File: config.mk
export PLATFORM = sky130hd
export DESIGN_NAME = enc_vel_est
export DESIGN_NICKNAME = d
export VERILOG_FILES = /design/src/rtl/enc_pkg.sv /design/src/rtl/enc_vel_avg4.sv /design/src/rtl/enc_vel_est.sv
export SDC_FILE = /design/constraint.sdc
export NUM_CORES = 1
export LEC_CHECK = 0
export ABC_AREA = 1
export BUFFER_PORTS_ARGS = -buffer_cell sky130_fd_sc_hd__buf_4
export CORE_MARGIN = 2
export CORE_UTILIZATION = 55
export DETAILED_ROUTE_END_ITERATION = 16
export PLACE_DENSITY = 0.77
export SYNTH_ARGS = -nofsm -noshare
export SYNTH_HDL_FRONTEND = slang
export SYNTH_HIERARCHICAL = 1
export SYNTH_SLANG_ARGS = --single-unit
File: constraint.sdc
create_clock -name clk -period 2.1 [get_ports clk]
set_input_delay 0.525 -clock clk [delete_from_list [all_inputs] [get_ports clk]]
set_output_delay 0.525 -clock clk [all_outputs]
set_load 0.01 [all_outputs]
File: src/rtl/enc_pkg.sv
// Shared widths and FSM state type for the encoder velocity estimator.
// FILT exists only when ENC_VEL_AVG_EN is defined.
package enc_pkg;

  localparam int unsigned POS_W = 32;
  localparam int unsigned VEL_W = 32;

`ifdef ENC_VEL_AVG_EN
  typedef enum logic [2:0] {IDLE, ARM, RUN, CALC, FILT} state_t;
`else
  typedef enum logic [2:0] {IDLE, ARM, RUN, CALC} state_t;
`endif

endpackage

File: src/rtl/enc_vel_avg4.sv
// 4-tap moving average of velocity deltas; built only when ENC_VEL_AVG_EN is defined.
// Output is combinational from the history, rounding toward -inf.
`ifdef ENC_VEL_AVG_EN
module enc_vel_avg4
  import enc_pkg::*;
(
  input  logic                    clk,
  input  logic                    Clr,
  input  logic                    clr,
  input  logic                    push,
  input  logic signed [VEL_W-1:0] din,
  output logic signed [VEL_W-1:0] avg
);

  logic signed [VEL_W-1:0] hist_q [4];
  logic        [VEL_W+1:0] sum;

  always_ff @(posedge clk or negedge Clr) begin
    if (!Clr) begin
      for (int i = 0; i < 4; i++) hist_q[i] <= '0;
    end else if (clr) begin
      for (int i = 0; i < 4; i++) hist_q[i] <= '0;
    end else if (push) begin
      hist_q[0] <= din;
      for (int i = 1; i < 4; i++) hist_q[i] <= hist_q[i-1];
    end
  end

  always_comb begin
    sum = {{2{hist_q[0][VEL_W-1]}}, hist_q[0]} + {{2{hist_q[1][VEL_W-1]}}, hist_q[1]}
        + {{2{hist_q[2][VEL_W-1]}}, hist_q[2]} + {{2{hist_q[3][VEL_W-1]}}, hist_q[3]};
    // Dropping the two LSBs of the sign-extended sum is an arithmetic shift by 2.
    avg = sum[VEL_W+1:2];
  end

endmodule
`endif

File: src/rtl/enc_vel_est.sv
// Encoder velocity estimator: position delta per PERIOD_CYC clocks with valid/ready output.
// Define ENC_VEL_AVG_EN to add a 4-tap moving average (one extra cycle latency).
module enc_vel_est
  import enc_pkg::*;
#(
  parameter int unsigned PERIOD_CYC = 100000,
  parameter int unsigned STALL_N    = 8
) (
  input  logic                    clk,
  input  logic                    Clr,
  input  logic                    en,
  input  logic signed [POS_W-1:0] pos,
  output logic signed [VEL_W-1:0] vel,
  output logic                    vel_valid,
  input  logic                    vel_ready,
  output logic                    stall,
  output logic                    overrun
);

  localparam int unsigned CNT_W = $clog2(PERIOD_CYC);
  localparam int unsigned ZC_W  = $clog2(STALL_N + 1);
  localparam logic [CNT_W-1:0] CNT_TC = CNT_W'(PERIOD_CYC - 1);
  localparam logic [ZC_W-1:0]  ZC_MAX = ZC_W'(STALL_N);

  state_t                  state_q;
  logic [CNT_W-1:0]        cnt_q;
  logic signed [POS_W-1:0] pos_prev_q;
  logic signed [POS_W-1:0] pos_now_q;
  logic [ZC_W-1:0]         zcnt_q;
  logic [ZC_W-1:0]         zcnt_nxt;
  logic signed [VEL_W-1:0] delta;
  logic                    tc;

  always_comb begin
    tc = (cnt_q == CNT_TC);
    // Modulo subtraction keeps the delta correct across the signed position wrap.
    delta = pos_now_q - pos_prev_q;
    zcnt_nxt = '0;
    if (delta == '0) zcnt_nxt = (zcnt_q == ZC_MAX) ? zcnt_q : zcnt_q + ZC_W'(1);
  end

`ifdef ENC_VEL_AVG_EN
  logic signed [VEL_W-1:0] avg;

  enc_vel_avg4 u_avg (
    .clk  (clk),
    .Clr  (Clr),
    .clr  (state_q == IDLE),
    .push (state_q == CALC),
    .din  (delta),
    .avg  (avg)
  );
`endif

  always_ff @(posedge clk or negedge Clr) begin
    if (!Clr) begin
      state_q    <= IDLE;
      cnt_q      <= '0;
      pos_prev_q <= '0;
      pos_now_q  <= '0;
      zcnt_q     <= '0;
      vel        <= '0;
      vel_valid  <= 1'b0;
      stall      <= 1'b0;
      overrun    <= 1'b0;
    end else if (!en) begin
      // vel deliberately holds its last value.
      state_q   <= IDLE;
      cnt_q     <= '0;
      zcnt_q    <= '0;
      vel_valid <= 1'b0;
      stall     <= 1'b0;
      overrun   <= 1'b0;
    end else begin
      // The period counter keeps running through CALC/FILT so periods abut.
      cnt_q <= (state_q == IDLE || tc) ? '0 : cnt_q + CNT_W'(1);
      if (vel_ready) vel_valid <= 1'b0;
      case (state_q)
        IDLE: state_q <= ARM;
        ARM: begin
          if (tc) begin
            pos_prev_q <= pos;
            state_q    <= RUN;
          end
        end
        RUN: begin
          if (tc) begin
            pos_now_q <= pos;
            state_q   <= CALC;
          end
        end
        CALC: begin
          pos_prev_q <= pos_now_q;
          zcnt_q     <= zcnt_nxt;
`ifdef ENC_VEL_AVG_EN
          state_q    <= FILT;
        end
        FILT: begin
          state_q   <= RUN;
          vel       <= avg;
          stall     <= (zcnt_q == ZC_MAX);
          vel_valid <= 1'b1;
          if (vel_valid && !vel_ready) overrun <= 1'b1;
        end
`else
          state_q    <= RUN;
          vel        <= delta;
          stall      <= (zcnt_nxt == ZC_MAX);
          vel_valid  <= 1'b1;
          if (vel_valid && !vel_ready) overrun <= 1'b1;
        end
`endif
        default: state_q <= IDLE;
      endcase
    end
  end

endmodule

# Word-level counts from Yosys, hierarchy flattened
# Cells that the tools add are included.
dict set report word_totals {
  word_cells 55
  ff_bits 123
  out_inout_bits 35
  in_bits 36
}
dict set report classes {
  eq_ne 12
  n_mux 20
  n_addsub 3
  reduce_logical 11
}
# cell count
set op_table {}
lappend op_table {{$pmux 32 s2} 1}
lappend op_table {{$mux 17} 2}
lappend op_table {{$logic_not 32->1} 1}
lappend op_table {{$mux 32} 1}
lappend op_table {{$sub 32x32->32} 1}
lappend op_table {{$add 17x1->17 const B} 1}
lappend op_table {{$eq 17x17->1 const B} 1}
lappend op_table {{$mux 4} 4}
lappend op_table {{$pmux 3 s4} 1}
lappend op_table {{$mux 3} 3}
lappend op_table {{$eq 4x4->1 const B} 2}
lappend op_table {{$mux 1} 8}
lappend op_table {{$eq 3x2->1 const B} 2}
lappend op_table {{$ne 3x3->1 const B} 2}
lappend op_table {{$reduce_and 2->1} 3}
lappend op_table {{$reduce_and 3->1} 2}
lappend op_table {{$add 4x1->4 const B} 1}
lappend op_table {{$ne 2x1->1 const B} 2}
lappend op_table {{$eq 3x1->1 const B} 1}
lappend op_table {{$logic_not 3->1} 1}
lappend op_table {{$ne 3x1->1 const B} 1}
lappend op_table {{$ne 2x2->1 const B} 1}
lappend op_table {{$reduce_bool 2->1} 1}
lappend op_table {{$logic_and 1x1->1} 1}
lappend op_table {{other kinds (2)} 2}

# Longest topological paths before layout
# Gate-level depths: netlist of run 1.
dict set report logic_depth {
  ltp_word 6
  mapped_depth 20
}

# Least setup slack after synthesis of run 1
# No wires, ideal clock.
dict set report synth_timing {
  path_type {reg-to-reg}
  from {reg pos_prev_q[0]}
  to {reg stall}
  path_stages_with_launch 20
  period_less_slack_ps 2230
  setup_ps 65
  arrival_ps 2165
  setup_slack_ps -130
  t_required_ps 2035
  path_cell_list {dfrtp_1 -> ha_1 -> fa_1 -> inv_1 -> nand2_1 -> nand2_1 -> nand3_2 -> nand2_2 -> nand2_1 -> nand2_1 -> nand2_1 -> nand2_1 -> nand2_1 -> nor2_1 -> nand3_1 -> nor2_1 -> nand2_1 -> nor2_4 -> nand4_1 -> nand2_1}
}
dict set report synth_via {
  elab_chain_len 6
}
# element line
set synth_lines {}
lappend synth_lines {{start, declared} enc_vel_est.sv:27} ;# logic signed [POS_W-1:0] pos_prev_q;
lappend synth_lines {{start signal, assigned} enc_vel_est.sv:82} ;# pos_prev_q <= pos;
lappend synth_lines {{start signal, assigned} enc_vel_est.sv:93} ;# pos_prev_q <= pos_now_q;
lappend synth_lines {{$sub 32x32->32} enc_vel_est.sv:37} ;# delta = pos_now_q - pos_prev_q;
lappend synth_lines {{$logic_not 32->1} enc_vel_est.sv:39} ;# if (delta == '0) zcnt_nxt = (zcnt_q == ZC_MAX) ? zcnt_q : zcnt_q + ZC_W'(1);
lappend synth_lines {{$mux 4} enc_vel_est.sv:39}
lappend synth_lines {{$eq 4x4->1} enc_vel_est.sv:108} ;# stall <= (zcnt_nxt == ZC_MAX);
lappend synth_lines {{$mux 1} enc_vel_est.sv:78} ;# case (state_q)
lappend synth_lines {{$mux 1} enc_vel_est.sv:66} ;# end else if (!en) begin
lappend synth_lines {{end signal, assigned} enc_vel_est.sv:108}
lappend synth_lines {{end, declared} enc_vel_est.sv:16} ;# output logic stall,
# No other way between the ends. The select of a mux whose other input is x is not followed.
# A chain may end at the register's enable or synchronous reset.

# Worst setup path in the final report of run 1
dict set report layout_timing {
  from {reg pos_prev_q[18]}
  to {reg zcnt_q[2]}
}
dict set report layout_via {
  elab_chain_len 5
}
# element line
set layout_lines {}
lappend layout_lines {{$sub 32x32->32} enc_vel_est.sv:37}
lappend layout_lines {{$logic_not 32->1} enc_vel_est.sv:39}
lappend layout_lines {{$mux 4} enc_vel_est.sv:39}
lappend layout_lines {{$mux 4} enc_vel_est.sv:78}
lappend layout_lines {{$mux 4} enc_vel_est.sv:66}
lappend layout_lines {{end signal, assigned} enc_vel_est.sv:94} ;# zcnt_q <= zcnt_nxt;
lappend layout_lines {{end, declared} enc_vel_est.sv:29} ;# logic [ZC_W-1:0] zcnt_q;
# No other way between the ends. The select of a mux whose other input is x is not followed.

==> flow_summary.toml, run 1 <==
[setup_path]
path_delay_family = "simple AND/OR/NAND/NOR gates"
reg2reg_depth = 16
timing.rr.end = "zcnt_q[2]$_DFFE_PN0P_"
crit_top_cell = "nand2_1"
r2r_start = "pos_prev_q[18]$_DFFE_PN0P_"
cp_slowest_cell = "dfrtp_1"
path_cells = "inv_1, ha_4, nand2_1, nor2_1, inv_1, nor2_2, nand3_2, nand4_1, nand2_1, nor2_1, nand3_1, nor2_1, nand2_1, nor2_4, nand4_1, nand2_1"
worst_ep_required_time_ps = 2470
cpPeakStageDelay_ps = 350
r2r_slack_ps = -440
critPathLaunchType = "flip-flop"
crit_type = "reg2reg"
critPathBufInv = 2
crit_fanout = 5
endpoint_kind = "flip-flop"
critPathArrivalTime_ps = 2910

[timing]
final-hold-violation-count = 0
min_period_ps = 2540
finalWorstSetupSlack_ps = -437
maxSlewHeadroom = 0.660
setup-violations-final = 39
timing.final.max_slew_violations = 0
period_share = 1.21
worst_pin_slew_ps = 508
skew_ps = 7.49
rsz0062_at_grt = "true"
max_freq_mhz = 394

[clock_network]
postCtsHoldBufs = 0
cts_buffers = 17
h-tree-depth = 4
clock_path_buffers = 2
clock_sinks = 122
root_buffer = "clkbuf_16"
tritoncts = "built"
clk_latency_ps = 440
clk_pin_slew_worst_paths_ps = 60

[detailed_routing]
drt.antenna.violating_nets = 0
drt_iter0_drc = 800
drc_errors = 0
first_pass_iters = 8
via_count = 8629
drt-vias-per-instance = 5.48
wire_per_inst_microns = 16.4
finalWirelength_microns = 25800

[synthesis]
synthesis.nets = 1247
yosysWarningCount = 6
synth_area_sq_um = 7990
synthArstFlopShare = 1.00
synth_cell_type_count = 42
synth_cells = 1176
ys_seq_elements = 122
synth_edf_count = 0
synth_seq_area_share = 0.382
syn_area_per_cell_sq_um = 6.80
synthFlopType = "dfrtp_1"

[layout]
utilization = 0.775
final_net_count = 1449
drive_above_1_share = 0.287
fin_cells = 1575
multi_input_area_sq_um = 4490
area_growth_pct = 39.4
fillers = 960
ff_latch_area_sq_um = 3050
antenna_cells = 0

[outcome]
status = "complete, but fails checks"
failed_checks = "setup timing"

[floorplan]
fp.dieW_microns = 125
start_util = 0.556
fp.dieArea_sq_um = 15500
chipHeight_microns = 125
ios = 71
core_sq_um = 14400
rows = 44

[place]
pre_cts_slack_ps = -335
dp_cells = 1520
hpwl_microns = 15300
routabilityCongestion = 0.948
port_buffers = 70

[global_route]
grt_max_degree = 48
grtUsageTotal = 0.296
antenna_found_initial = 0
grt_pass1_vias = 7860
grt_overflow_total = 0
grt_pass1_wl_microns = 37100

[job]
drv_cap = 0

[power]
peakVddDrop_mv = 0.505
powerDensity_nw_per_um2 = 600
p_leak_nw = 5.77

[worst_hold_path]
hold_class = "in2async"
## power breakdown
part	total [W]	internal [W]	switching, W
Sequential	0.00243	0.00240	0.0000254
Clock	0.00323	0.00211	0.00112
Combinational	0.00102	0.000454	0.000564
Total	0.00668	0.00497	0.00171
## cells in the mapped netlist (2+ instances only)
master / n / share of area
nor4_1: 2 / 0.0016
nand3_2: 4 / 0.0050
buf_2: 12 / 0.0075
o21a_1: 2 / 0.0019
o21ai_0: 46 / 0.029
nand4_1: 16 / 0.013
nand2_2: 12 / 0.0094
nor2_1: 98 / 0.046
inv_2: 13 / 0.0061
a31oi_1: 2 / 0.0016
nand3b_1: 6 / 0.0056
nand3_1: 44 / 0.028
nor2_4: 3 / 0.0042
nor3_1: 14 / 0.0088
o21bai_1: 3 / 0.0028
inv_1: 225 / 0.11
dfrtp_1: 122 / 0.38
nor3_2: 2 / 0.0025
ha_1: 34 / 0.053
nor3b_1: 2 / 0.0019
xor2_1: 7 / 0.0077
xnor2_1: 2 / 0.0022
a21oi_1: 62 / 0.039
o211ai_1: 30 / 0.028
nor2_2: 11 / 0.0086
o21ai_1: 5 / 0.0031
clkbuf_1: 15 / 0.0070
clkinv_1: 2 / 0.00094
nand2_1: 367 / 0.17
## worst max-delay path by stage
stage	start	to	slack, ps	cells after the start
floorplan	pos_prev_q[0]$_DFFE_PN0P_	stall$_DFFE_PN0P_	-50	19
global route	pos_prev_q[18]$_DFFE_PN0P_	zcnt_q[2]$_DFFE_PN0P_	-600	16
global placement	pos_now_q[5]$_DFFE_PN0P_	zcnt_q[2]$_DFFE_PN0P_	-280	15
CTS	pos_prev_q[0]$_DFFE_PN0P_	stall$_DFFE_PN0P_	-390	19
finish	pos_prev_q[18]$_DFFE_PN0P_	zcnt_q[2]$_DFFE_PN0P_	-440	16
detailed placement	pos_now_q[5]$_DFFE_PN0P_	zcnt_q[2]$_DFFE_PN0P_	-340	15
## sequential cells by signal, indices dropped and copies added, names as in the netlist
name and count:
state_q 2, pos_now_q 32, stall 1, overrun 1, vel 32, zcnt_q 4
vel_valid 1, pos_prev_q 32, cnt_q 17
## cell families after synthesis
family          share of synthesized area
flops                               0.382
buf+inv                             0.128
xor+xnor                          0.00986
compound gates                      0.109
mux                               0.00125
fa+ha+maj                          0.0557
simple gates                        0.314
## per-stage QoR
| stage | total power, W | hold slack, ps | setup TNS (ps) | instance area (sq um) |
|---|---|---|---|---|
| after detailed placement | 0.00332 | 460 | -1940 | 9590 |
| final | 0.00668 | 38.9 | -3710 | 11100 |
| after floorplan | 0.00288 | 229 | -203 | 8000 |
| after global routing | 0.00689 | 67.9 | -10570 | 11100 |
| after global placement | 0.00330 | 447 | -1390 | 9590 |
| after CTS | 0.00657 | 37.1 | -1740 | 10600 |
## what timing repair did
item,4_1_cts,5_1_grt
setup buffers,4,12
gates resized for setup,44,112
cloned,3,5
pin swaps,16,25
setup endpoints to repair,26,86
## area by class of cell
type	instances	share of cell area
multi-input cells	786	0.403
flip-flops and latches	122	0.274
repair buffers	211	0.163
inverters	240	0.0809
clock buffers	22	0.0435
well taps	184	0.0207
clock inverters	10	0.0146
## placed cells by master, fill, tap and decap left out, types with 3 or more instances in the layout
master | netlist | routed
o211ai_1 | 30 | 30
nor3_2 | 2 | 6
inv_2 | 13 | 28
buf_4 | 1 | 191
bufinv_16 | 0 | 4
nand3b_1 | 6 | 6
ha_4 | 0 | 25
buf_12 | 0 | 6
a21oi_1 | 62 | 50
buf_6 | 0 | 7
buf_16 | 0 | 3
nand3_2 | 4 | 8
nand2_1 | 367 | 343
nand3_1 | 44 | 40
inv_1 | 225 | 210
nor2_4 | 3 | 5
nor2_1 | 98 | 85
clkbuf_16 | 0 | 21
nand4_1 | 16 | 16
ha_1 | 34 | 7
dfrtp_1 | 122 | 122
nor2_2 | 11 | 22
a21oi_2 | 1 | 12
nor3_1 | 14 | 9
nand2_2 | 12 | 34
xor2_1 | 7 | 6
o21ai_0 | 46 | 19
clkbuf_8 | 0 | 4
o21ai_1 | 5 | 31
## worst reg2reg max path: stages, from the launching register on
cell	delay [ps]
dfrtp_1	350
inv_1	90
ha_4	300
nand2_1	100
nor2_1	210
inv_1	120
nor2_2	190
nand3_2	120
nand4_1	120
nand2_1	110
nor2_1	100
nand3_1	90
nor2_1	100
nand2_1	100
nor2_4	150
nand4_1	130
nand2_1	100
## layer usage
metal / wire, microns / global-route usage / up-vias
li1: - / - / 4060
met2: 12300 / 0.485 / 421
met5: 0 / 0 / -
met4: 1140 / 0.126 / 0
met3: 2070 / 0.0597 / 115
met1: 10300 / 0.384 / 4033
(Power assumes the default switching activity.)
==> inputs of run 2 (changes only) <==
Clock period 2.1 ns to 2.2 ns, I/O delays scaled along.
==> flow_summary.toml, run 2 (synthesized netlist as in run 1, its figures left out) <==
[outcome]
status = "complete, but fails checks"
failed_checks = "setup timing"

[layout]
area_growth_pct = 38.8
final_net_count = 1445
layout_commonest_cell = "nand2_1"
mostFrequentLayoutCells = "nand2_1, inv_1, buf_4"
antenna_cells = 0
reg_top3 = "pos_now_q (32), pos_prev_q (32), vel (32)"
drive_above_1_share = 0.297
fin_cells = 1570

[setup_path]
critPathLaunchType = "flip-flop"
reg2reg_depth = 15
r2r_start = "pos_prev_q[0]$_DFFE_PN0P_"
cp_slowest_cell = "dfrtp_1"
worst_ep_required_time_ps = 2560
crit_path_end = "zcnt_q[2]$_DFFE_PN0P_"
crit_start = "pos_prev_q[0]$_DFFE_PN0P_"
r2r_slack_ps = -290
path_cells = "ha_4, fa_2, buf_4, xnor2_1, nor2_1, nand3_1, nor2_1, nand3_1, nor2_1, nand3_1, nor2_1, nand2_1, nor2_4, nand4_1, nand2_1"
crit_fanout = 5
critPathArrivalTime_ps = 2850
crit_top_cell = "nor2_1"
cpPeakStageDelay_ps = 420
timing.rr.end = "zcnt_q[2]$_DFFE_PN0P_"
endpoint_kind = "flip-flop"
crit_type = "reg2reg"

[floorplan]
rows = 44
start_util = 0.556
core_sq_um = 14400
ios = 71
chipHeight_microns = 125
fp.dieW_microns = 125
fp.dieArea_sq_um = 15500

[timing]
timing.final.max_slew_violations = 0
period_share = 1.13
maxSlewHeadroom = 0.627
finalWorstSetupSlack_ps = -290
max_freq_mhz = 402
min_period_ps = 2490
fin_setup_tns_ps = -1850
rsz0062_at_grt = "true"
final-hold-violation-count = 0
skew_ps = 9.11
worst_pin_slew_ps = 557
setup-violations-final = 22

[global_route]
grt_overflow_total = 0
grt_pass1_wl_microns = 34800
grt_max_degree = 69
antenna_found_initial = 0
grtUsageTotal = 0.272
grt_pass1_vias = 7593

[power]
seqPwrFrac = 0.385
p_leak_nw = 5.74
internal_power_w = 0.00439
peakVddDrop_mv = 0.490
powerDensity_nw_per_um2 = 542
power_switching_w = 0.00162
switching_share = 0.270
combPwrFrac = 0.152
clockPowerShare = 0.463

[detailed_routing]
via_count = 8267
wire_per_inst_microns = 15.0
drc_errors = 0
drt_iter0_drc = 636
finalWirelength_microns = 23600
first_pass_iters = 5
drt.antenna.violating_nets = 0
drt-vias-per-instance = 5.27

[place]
routabilityCongestion = 0.932
dp_cells = 1513
hpwl_microns = 14900
port_buffers = 70

[clock_network]
tritoncts = "built"
clk_latency_ps = 430
h-tree-depth = 4
root_buffer = "clkbuf_16"
clk_pin_slew_worst_paths_ps = 60
clock_path_buffers = 2
postCtsHoldBufs = 0
clock_sinks = 122
cts_buffers = 17

[job]
drv_cap = 0

[worst_hold_path]
hold_class = "in2async"
run 2: cell count changes in the layout (fill, tap and decap cells not counted), moves of 13 or more:
cell and delta:
o21ai_1 -25, inv_2 -13, nor2_4 +15, a21oi_1 -24
ha_4 -14, o21ai_0 +26, nor2_1 -22, a21oi_2 +23
run 2: power by group through the flow:
stage	Clock, W	Sequential [W]	Combinational [W]
floorplan	0	0.00235	0.000396
global placement	0	0.00235	0.000797
detailed placement	0	0.00235	0.000808
CTS	0.00280	0.00231	0.000836
global route	0.00290	0.00232	0.00101
finish	0.00279	0.00231	0.000913
run 2: critical path, delay by kind of cell, from the launching register on:
kind | cells | cell delay, ps
buf+inv | 1 | 150
fa+ha+maj | 2 | 570
simple gates | 11 | 1120
xor+xnor | 1 | 160
flops | 1 | 420
run 2: metrics by stage:
| step | util | instance area (sq um) | hold slack [ps] | worst slack [ps] | power [W] |
|---|---|---|---|---|---|
| final | 0.772 | 11100 | 107 | -290 | 0.00601 |
| after global routing | 0.772 | 11100 | 147 | -460 | 0.00622 |
| after CTS | 0.713 | 10200 | 124 | -192 | 0.00595 |
| after detailed placement | 0.664 | 9540 | 464 | -211 | 0.00316 |
| after global placement | 0.664 | 9540 | 447 | -152 | 0.00314 |
| after floorplan | - | 8000 | 254 | 43.4 | 0.00275 |
run 2: area by class of cell:
class / count / area (sq um)
tap: 184 / 230
clock buffer: 18 / 439
multi-input combinational: 786 / 4540
sequential: 122 / 3050
clock inverter: 13 / 146
inverter: 240 / 906
timing repair buffer: 207 / 1780
fill: 989 / 3270
run 2: routing by layer:
metal  up-vias  part of all wire  global-route usage
li1       4045                 -                   -
met1      3913              0.44               0.370
met5         -                 0                   0
met3        58             0.050              0.0447
met2       251              0.48               0.450
met4         0             0.026              0.0787
run 2: worst min path at each step:
stage / startpoint / endpoint / slack [ps] / cells past startpoint
final: Clr / vel[1]$_DFFE_PN0P_ / 110 / 2
after global routing: Clr / vel[1]$_DFFE_PN0P_ / 150 / 2
after CTS: Clr / vel[1]$_DFFE_PN0P_ / 120 / 2
after detailed placement: cnt_q[0]$_DFF_PN0_ / cnt_q[0]$_DFF_PN0_ / 460 / 1
after global placement: cnt_q[0]$_DFF_PN0_ / cnt_q[0]$_DFF_PN0_ / 450 / 1
after floorplan: Clr / cnt_q[0]$_DFF_PN0_ / 250 / 0
run 2: repair_timing:
action	in CTS	in global routing
gates cloned	0	8
pin swaps	5	29
endpoints found under the setup margin	16	72
buffers inserted	2	16
gates resized for setup	23	143
==> inputs of run 3 (changes only) <==
Settings changed: CTS_CLUSTER_SIZE set to 20, PLACE_DENSITY 0.77 to 0.74.
Clock period 2.2 ns to 2.9 ns, I/O delays scaled along.
==> flow_summary.toml, run 3 (synthesized netlist as in run 1, its figures left out) <==
[clock_network]
clock_sinks = 122
clock_path_buffers = 2
clk_latency_ps = 430
cts_buffers = 17
tritoncts = "built"
h-tree-depth = 4
clk_pin_slew_worst_paths_ps = 50
root_buffer = "clkbuf_16"

[detailed_routing]
wire_per_inst_microns = 13.0
drt_iter0_drc = 439
drt.antenna.violating_nets = 0
drt-vias-per-instance = 5.11
drc_errors = 0
first_pass_iters = 6
via_count = 7375
finalWirelength_microns = 18700

[worst_hold_path]
hold_class = "in2async"

[floorplan]
ios = 71
rows = 44
fp.dieW_microns = 125
start_util = 0.556
core_sq_um = 14400
fp.dieArea_sq_um = 15500
chipHeight_microns = 125

[setup_path]
reg2reg_depth = 15
r2r_slack_ps = 320
endpoint_kind = "flip-flop"
crit_fanout = 5
timing.rr.end = "stall$_DFFE_PN0P_"
critPathLaunchType = "flip-flop"
r2r_start = "pos_now_q[16]$_DFFE_PN0P_"
crit_start = "pos_now_q[16]$_DFFE_PN0P_"
crit_type = "reg2reg"
critPathArrivalTime_ps = 2940
worst_ep_required_time_ps = 3260

[global_route]
grtUsageTotal = 0.257
grt_pass1_vias = 7093
grt_max_degree = 70
antenna_found_initial = 0
grt_pass1_wl_microns = 32600
grt_overflow_total = 0

[timing]
holdWs_ps = 175
timing.final.max_slew_violations = 0
fin_setup_tns_ps = 0
final-hold-violation-count = 0
min_period_ps = 2580
rsz0062_at_grt = "false"
worst_pin_slew_ps = 718
period_share = 0.890
finalWorstSetupSlack_ps = 318
maxSlewHeadroom = 0.521
max_freq_mhz = 387
setup-violations-final = 0
skew_ps = 9.45

[power]
p_leak_nw = 5.00
powerDensity_nw_per_um2 = 490
power_w = 0.00459
peakVddDrop_mv = 0.335

[layout]
final_net_count = 1317
mostFrequentLayoutCells = "nand2_1, inv_1, dfrtp_1"
antenna_cells = 0
drive_above_1_share = 0.129
reg_top3 = "pos_now_q (32), pos_prev_q (32), vel (32)"
area_growth_pct = 17.3
layout_commonest_cell = "nand2_1"

[job]
drv_cap = 0

[outcome]
status = "finished, final reports clean"

[place]
routabilityCongestion = 0.937
hpwl_microns = 14200
pre_cts_slack_ps = 357
port_buffers = 70
run 3: changes by cell type in the layout (fill, tap and decap cells not counted), moves of 5 or more:
cell,previous run,this run
nor2_2,29,11
buf_4,187,77
a21oi_2,35,1
buf_12,11,2
nand2_2,29,12
ha_1,18,32
nand3_1,38,44
ha_4,11,0
nor2_4,20,3
nand3_2,9,4
a21oi_1,26,62
nor2_1,63,98
nand2_1,347,367
run 3: worst max path at each step:
| stage | to | slack (ps) |
|---|---|---|
| floorplan | stall$_DFFE_PN0P_ | 670 |
| global placement | zcnt_q[2]$_DFFE_PN0P_ | 450 |
| detailed placement | stall$_DFFE_PN0P_ | 360 |
| CTS | stall$_DFFE_PN0P_ | 330 |
| global route | stall$_DFFE_PN0P_ | 2 |
| finish | stall$_DFFE_PN0P_ | 320 |
run 3: final cells by class:
cell class	instances	area (sq um)
Fill cell	1310	4990
Multi-Input combinational cell	786	3920
Sequential cell	122	3050
Inverter	240	901
Timing Repair Buffer	79	618
Clock buffer	21	460
Tap cell	184	230
Clock inverter	11	193
run 3: repair_timing:
item                       CTS  global route
hold buffers                 0             0
gates resized for setup      0             3
setup endpoints to repair    0             1
setup buffers                0             0
run 3: power by group:
| group | internal (W) | switching (W) |
|---|---|---|
| combinational | 0.000176 | 0.000321 |
| sequential | 0.00174 | 0.0000148 |
| clock | 0.00157 | 0.000774 |
| total | 0.00348 | 0.00111 |
run 3: per-stage QoR:
stage | util | instance area, sq um | std cells
floorplan | - | 7990 | 1176
global placement | 0.607 | 8720 | 1411
detailed placement | 0.607 | 8720 | 1411
CTS | 0.652 | 9370 | 1443
global route | 0.652 | 9380 | 1443
finish | 0.652 | 9380 | 1443
run 3: worst max-delay path, cell delays in order, from the launching register on:
cell and delay (ps):
dfrtp_1 390, ha_1 420, nand2_1 140, nor2_1 180, inv_2 80, nor2_2 150, nand4_1 190, nand4_1 140
nand2_1 100, nor2_1 120, nand2_1 60, nor2_1 100, nand2_1 90, nor2_4 150, nand4_1 130, nand2_1 90
run 3: routing by layer:
| metal | global-route usage | share of wire | up-vias |
|---|---|---|---|
| met5 | 0 | 0 | - |
| met4 | 0.0820 | 0.017 | 0 |
| met3 | 0.0511 | 0.061 | 30 |
| met2 | 0.408 | 0.45 | 196 |
| met1 | 0.357 | 0.47 | 3359 |
| li1 | - | - | 3790 |
